==> config.mk <==
export PLATFORM = sky130hd
export DESIGN_NAME = conv_dma
export DESIGN_NICKNAME = d
export VERILOG_FILES = /design/src/rtl/conv_pkg.sv /design/src/rtl/conv_dma_agu.sv /design/src/rtl/conv_dma.sv
export SDC_FILE = /design/constraint.sdc
export NUM_CORES = 1
export LEC_CHECK = 0
export CORE_MARGIN = 3
export CORE_UTILIZATION = 35
export DETAILED_ROUTE_END_ITERATION = 10
export SETUP_SLACK_MARGIN = 0.5
export SLEW_MARGIN = 0
export SYNTH_ARGS = -nofsm -noshare
export SYNTH_HDL_FRONTEND = slang
export SYNTH_HIERARCHICAL = 1
export SYNTH_SLANG_ARGS = --single-unit
==> constraint.sdc <==
create_clock -name clk -period 3.7 [get_ports clk]
set_input_delay 0.74 -clock clk [delete_from_list [all_inputs] [get_ports clk]]
set_output_delay 0.74 -clock clk [all_outputs]
set_load 0.01 [all_outputs]
==> src/rtl/conv_pkg.sv <==
// conv_pkg: accelerator register map, weight count and conv_dma state encoding
package conv_pkg;
  localparam logic [3:0] ADDR_PIX = 4'd0;
  localparam logic [3:0] ADDR_RES = 4'd1;
  localparam logic [3:0] ADDR_CLR = 4'd2;
  localparam logic [3:0] ADDR_W0 = 4'd3;
  localparam int NUM_W = 9;
  typedef enum logic [3:0] {IDLE, W_RD, W_WR, CLR, P_RD, FEED, R_REQ, R_CAP, WR, DONE} state_t;
endpackage

==> src/rtl/conv_dma_agu.sv <==
// conv_dma_agu: word-stepped base + counter address adders for weight, source and destination streams
module conv_dma_agu #(
  parameter int ADDR_W = 32,
  parameter int CNT_W = 16
) (
  input  logic [ADDR_W-1:0] wgt_base,
  input  logic [ADDR_W-1:0] src_base,
  input  logic [ADDR_W-1:0] dst_base,
  input  logic [3:0]        wcnt,
  input  logic [CNT_W-1:0]  pcnt,
  input  logic [CNT_W-1:0]  rcnt,
  output logic [ADDR_W-1:0] wgt_addr,
  output logic [ADDR_W-1:0] src_addr,
  output logic [ADDR_W-1:0] dst_addr
);
  assign wgt_addr = wgt_base + ADDR_W'({wcnt, 2'b00});
  assign src_addr = src_base + ADDR_W'({pcnt, 2'b00});
  assign dst_addr = dst_base + ADDR_W'({rcnt, 2'b00});
endmodule

==> src/rtl/conv_dma.sv <==
// conv_dma: loads weights, clears and streams pixels through the conv accelerator, storing results; define CONV_DMA_VALID_ONLY_EN to keep only full-window results
module conv_dma
  import conv_pkg::*;
#(
  parameter int ADDR_W = 32,
  parameter int IMG_WIDTH = 128,
  parameter int CNT_W = 16
) (
  input  logic              clk,
  input  logic              rst,
  input  logic              start,
  input  logic [ADDR_W-1:0] wgt_base,
  input  logic [ADDR_W-1:0] src_base,
  input  logic [ADDR_W-1:0] dst_base,
  input  logic [CNT_W-1:0]  pix_count,
  output logic              busy,
  output logic              done,
  output logic [ADDR_W-1:0] mem_addr,
  output logic              mem_re,
  input  logic [31:0]       mem_rdata,
  output logic              mem_we,
  output logic [31:0]       mem_wdata,
  output logic [3:0]        acc_addr,
  output logic              acc_en,
  output logic              acc_we,
  output logic [31:0]       acc_din,
  input  logic [31:0]       acc_dout
);
`ifdef CONV_DMA_VALID_ONLY_EN
  localparam bit VALID_ONLY = 1'b1;
`else
  localparam bit VALID_ONLY = 1'b0;
`endif
  state_t state;
  logic [3:0] wcnt;
  logic [CNT_W-1:0] pcnt, rcnt, pix_q;
  logic [ADDR_W-1:0] wgt_q, src_q, dst_q, wgt_addr, src_addr, dst_addr;
  logic [31:0] res_q;
  logic wr_en;
  assign wr_en = !VALID_ONLY || int'(pcnt) >= 2 * IMG_WIDTH + 3;
  conv_dma_agu #(.ADDR_W(ADDR_W), .CNT_W(CNT_W)) u_agu (
    .wgt_base(wgt_q),
    .src_base(src_q),
    .dst_base(dst_q),
    .wcnt(wcnt),
    .pcnt(pcnt),
    .rcnt(rcnt),
    .wgt_addr(wgt_addr),
    .src_addr(src_addr),
    .dst_addr(dst_addr)
  );
  // sequencer: weight load, clear, then read/feed/request/capture/write per pixel
  always_ff @(posedge clk) begin
    if (rst) begin
      state <= IDLE;
      wcnt <= '0;
      pcnt <= '0;
      rcnt <= '0;
      pix_q <= '0;
      wgt_q <= '0;
      src_q <= '0;
      dst_q <= '0;
      res_q <= '0;
    end else begin
      case (state)
        IDLE: if (start) begin
          state <= W_RD;
          wcnt <= '0;
          pcnt <= '0;
          rcnt <= '0;
          pix_q <= pix_count;
          wgt_q <= wgt_base;
          src_q <= src_base;
          dst_q <= dst_base;
        end
        W_RD: state <= W_WR;
        W_WR: if (wcnt == 4'(NUM_W - 1)) state <= CLR;
        else begin
          wcnt <= wcnt + 4'd1;
          state <= W_RD;
        end
        CLR: state <= pix_q == '0 ? DONE : P_RD;
        P_RD: state <= FEED;
        FEED: state <= R_REQ;
        R_REQ: state <= R_CAP;
        R_CAP: begin
          res_q <= acc_dout;
          state <= WR;
        end
        WR: begin
          if (wr_en) rcnt <= rcnt + 1'b1;
          pcnt <= pcnt + 1'b1;
          state <= pcnt == pix_q - 1'b1 ? DONE : P_RD;
        end
        DONE: state <= IDLE;
        default: state <= IDLE;
      endcase
    end
  end
  // bus strobes, addresses and data decoded from the registered state and counters
  always_comb begin
    busy = state != IDLE && state != DONE;
    done = state == DONE;
    mem_re = state == W_RD || state == P_RD;
    mem_we = state == WR && wr_en;
    mem_addr = state == W_RD ? wgt_addr : state == P_RD ? src_addr : mem_we ? dst_addr : '0;
    mem_wdata = mem_we ? res_q : '0;
    acc_en = state inside {W_WR, CLR, FEED, R_REQ, R_CAP};
    acc_we = state inside {W_WR, CLR, FEED};
    acc_addr = state == W_WR ? ADDR_W0 + wcnt : state == CLR ? ADDR_CLR : state == R_REQ ? ADDR_RES : ADDR_PIX;
    acc_din = state == W_WR || state == FEED ? mem_rdata : '0;
  end
endmodule

==> run summary <==
The flow ran to the end, but the final reports show violations. The final reports fail on negative setup slack. The number of DRC markers after the initial detailed-route iteration is between 900 and 1000. By startpoint and endpoint, the worst setup path is classified as reg2out.

In the finished design, the share of the clock period the worst path needs comes to 108.2%. The overall track demand over capacity in global routing is approximately 22%. The placeable core region came out at ~0.031 mm2. The die boundary width is approximately 190 um. The most used flip-flop cell after synthesis is dfxtp_1. The starting density of the core came out at a little over a third. Of the post-synthesis cell area, the dominant cell type holds between 30% and 40%. The repair_antennas step left the layout with diodes totalling 0.

The startpoint identified for the worst hold timing path is res_q[1]$_SDFFE_PP0P_. Row generation in the floorplan step produced 64 rows. The full die area came out at 0.03429 mm2. The first-pass detailed-route iteration total came out at 9. The post-layout minimum cycle time is approximately 4 ns.

The top-level port count is between 200 and 300. The endpoint of the most critical register-to-register path is state[2]$_SDFFE_PP0P_. The share of layout cells above drive strength 1 is a little over an eighth. Leaving out fill and tap cells, the most frequent cell in the layout is nand2_1. The number of library cell types mapped by synthesis is 65. TritonCTS built the clock tree. In the post-route analysis, the smallest setup slack over all paths is -0.3033 ns. The final-report setup violation count is 18. The worst-case clock buffer depth came out at 2. Timing would allow up to 0.2498 GHz. The proportion of synthesized chip area in sequential cells came out at about a third.

The number of enable flip-flop cells after synthesis came out at 0. The arrival time at the worst endpoint came out at around 3.3 ns. The maximum number of pins on one net before global-route repair is about 130. The register cell area after layout came out at between 0.003 and 0.004 mm2. The top cell types in the final layout, fill and taps aside, are 345 x nand2_1, 245 x clkdlybuf4s50_1, 186 x a21oi_1, 167 x dfxtp_1, 91 x buf_4. The die outline height is 185.2 um. The first global-routing pass estimated ~62 mm of wire. The average cell area after synthesis is 7.377 um2.

The register-to-register path setup slack is 1.00 ns. At the pin with the least slew margin, the transition time is between 0.7 and 0.8 ns. The final estimated routing congestion in global placement came out at between 0.9 and 1.

The switching power came out at about 1.4 mW. The number of nets with antenna violations after detailed routing came out at 0. The fraction of power spent switching nets is between 20% and 30%. The total count of max-transition violations in the final report came out at 0.

The via count of the first global-routing pass came out at ~12000. The total congestion overflow is 0. The accumulated negative setup slack came out at -2.614 ns.

Setup repair after global routing could not meet its margin everywhere. The top fanout value on the critical path came out at 3. The most critical setup path has its startpoint at src_q[3]$_SDFFE_PP0P_. After detailed routing, the number of vias per cell comes to roughly 5.3.

The clock slew at the register clock pins of the worst setup and hold paths is 0.07 ns. Overall power consumption after layout is estimated at roughly 4.8 mW. The initial antenna violation count came to 2.

The number of max-cap violations is 0. Summing all multi-input logic gate instances after layout gives between 0.007 and 0.008 mm2. The count of buffers from port buffering came out at between 200 and 300. The net count of the mapped netlist is 1746.

Summed over all instances, the cell type with the most area after synthesis is dfxtp_1. After the last flow step, the layout net total stands at around 2100. The most critical setup path has its endpoint at mem_addr[19]. The cell at the root of the clock tree is clkbuf_16. The number of buffers added by the clock tree synthesis step is 17. The startpoint type of the worst setup path is a flip-flop.

The worst slack after detailed placement is -0.06787 ns. The worst-skew pair later-pin latency is 0.43 ns. The filler cells instantiated in the layout total roughly 3000.

Counting flops and latches in the post-synthesis netlist gives ~180. The count of hold buffers inserted by post-cts repair came out at 0. The clock arrives with 0.008751 ns of skew. In this run the number of H-tree levels came out at 4. Measured in cells, the most critical reg-to-reg path has a length of 7.

The sequential share of power is ~45%. Compared with the post-synthesis result, the final layout area differs by 43.26%. In this run, the combinational gates consume approximately 18% of the power.

For this run, design rule violations remaining after detail routing come to 0. The static power due to leakage is ~6.6 nW. Detailed placement finished with a half-perimeter wire length of 28.64 mm. Synthesis produced 1523 cells.

Across the VDD grid, the largest voltage drop is roughly 330 uV. After synthesis, the cell types taking the most area are dfxtp_1 33%, nand2_1 12%, a21oi_1 8.7%, xnor2_1 5.5%, ha_1 4.6%. In this run the critical register-to-register path is launched from pix_q[0]$_SDFFE_PP0P_. The required time of the critical path came out at roughly 3 ns. STA classifies the critical path endpoint as an output port. In this run the tightest slew margin relative to its limit is approximately 49%. The fraction of registers with async set or reset after synthesis is 0%. The share of total power in the clock network is 37.2%. The final route contains about 12000 vias.

The count of synthesis-stage warnings from yosys came out at 6. The power density over the cells came out at ~300 mW/mm2. The number of clock sinks came out at ~180. Internal power comes to roughly 3.5 mW. The detail-routed net length per standard cell is between 15 and 20 um.

The area of the mapped netlist came out at roughly 0.011 mm2. The min-delay analysis places its worst path in the category reg2reg. The final-report hold violation count is 0.

The post-detailed-routing wire length is around 40 mm.
[cell type report]
type / instances / area share (%)
Sequential cell: 184 / 23.08
Multi-Input combinational cell: 1186 / 45.21
Tap cell: 396 / 3.078
Clock buffer: 20 / 2.775
Timing Repair Buffer: 399 / 23.72
Clock inverter: 12 / 0.7151
Inverter: 59 / 1.422
[cell families after synthesis]
group / share of synthesized area (%)
AND/OR/NAND/NOR: 28.84
AO/OA/AOI/OAI: 19.86
flip-flops: 32.78
buffers and inverters: 5.367
XOR/XNOR: 7.873
adder cells (fa/ha/maj): 5.100
multiplexers: 0.1782
[state kept, by name (all words and copies together) (netlist names)]
name,count
dst_q,32
res_q,32
src_q,32
wgt_q,32
pcnt,16
pix_q,16
rcnt,16
state,4
wcnt,4
[metrics by stage]
step	hold slack, ns	util (%)	std cells	cell area, um2
after CTS	0.4514	50.70	2240	15790
after detailed placement	0.4418	47.90	2194	14920
after global placement	0.4371	47.90	2194	14920
after global routing	0.4691	51.68	2256	16100
after floorplan	0.4317	-	1523	11240
final	0.4502	51.68	2256	16100
[timing repair]
item	CTS	global route
resized for setup	164	50
pin swaps	52	42
gates cloned	2	1
buffers inserted	12	15
setup endpoints to repair	97	66
[critical path: stages, from the launching register on]
cell and delay (ns):
dfxtp_1 0.33, ha_1 0.30, a21oi_1 0.23, nand4b_1 0.21
buf_4 0.15, a21oi_4 0.06, o31ai_1 0.23, buf_4 0.18
a21boi_1 0.09, xor2_1 0.17, a222oi_1 0.31, inv_1 0.07
clkdlybuf4s50_1 0.49
[Yosys cell counts, types with 32 or more instances]
master / number
nand2_1: 347
nor2_1: 66
a222oi_1: 32
clkbuf_1: 77
and2_1: 71
nand3_1: 52
inv_1: 59
a21oi_1: 196
o21ai_0: 35
dfxtp_1: 184
ha_1: 41
xnor2_1: 71
[worst min path at each step]
| stage | end | slack [ns] | depth (start not counted) |
|---|---|---|---|
| floorplan | res_q[0]$_SDFFE_PP0P_ | 0.43 | 2 |
| global placement | res_q[7]$_SDFFE_PP0P_ | 0.44 | 2 |
| detailed placement | res_q[20]$_SDFFE_PP0P_ | 0.44 | 2 |
| CTS | res_q[20]$_SDFFE_PP0P_ | 0.45 | 2 |
| global route | res_q[28]$_SDFFE_PP0P_ | 0.47 | 2 |
| finish | res_q[1]$_SDFFE_PP0P_ | 0.45 | 2 |
[power groups by stage]
| stage | clock network [mW] | logic, mW | registers [mW] |
|---|---|---|---|
| 3_3_place_gp | 0 | 0.856 | 2.21 |
| 4_1_cts | 1.84 | 0.871 | 2.16 |
| 5_1_grt | 1.93 | 0.967 | 2.18 |
| 3_5_place_dp | 0 | 0.863 | 2.21 |
| 2_1_floorplan | 0 | 0.472 | 2.18 |
| 6_report | 1.80 | 0.879 | 2.17 |
[layer usage]
layer / up-vias / wire [um] / track usage, % / part of all wire [%]
met4: 4 / 663 / 5.642 / 1.7
met3: 37 / 2803 / 5.656 / 7.0
met1: 5655 / 17880 / 30.07 / 45
met2: 415 / 18600 / 36.09 / 47
met5: - / 27 / 0 / 0.068
li1: 5940 / - / - / -
No activity file was read; power rests on OpenSTA's default activity.
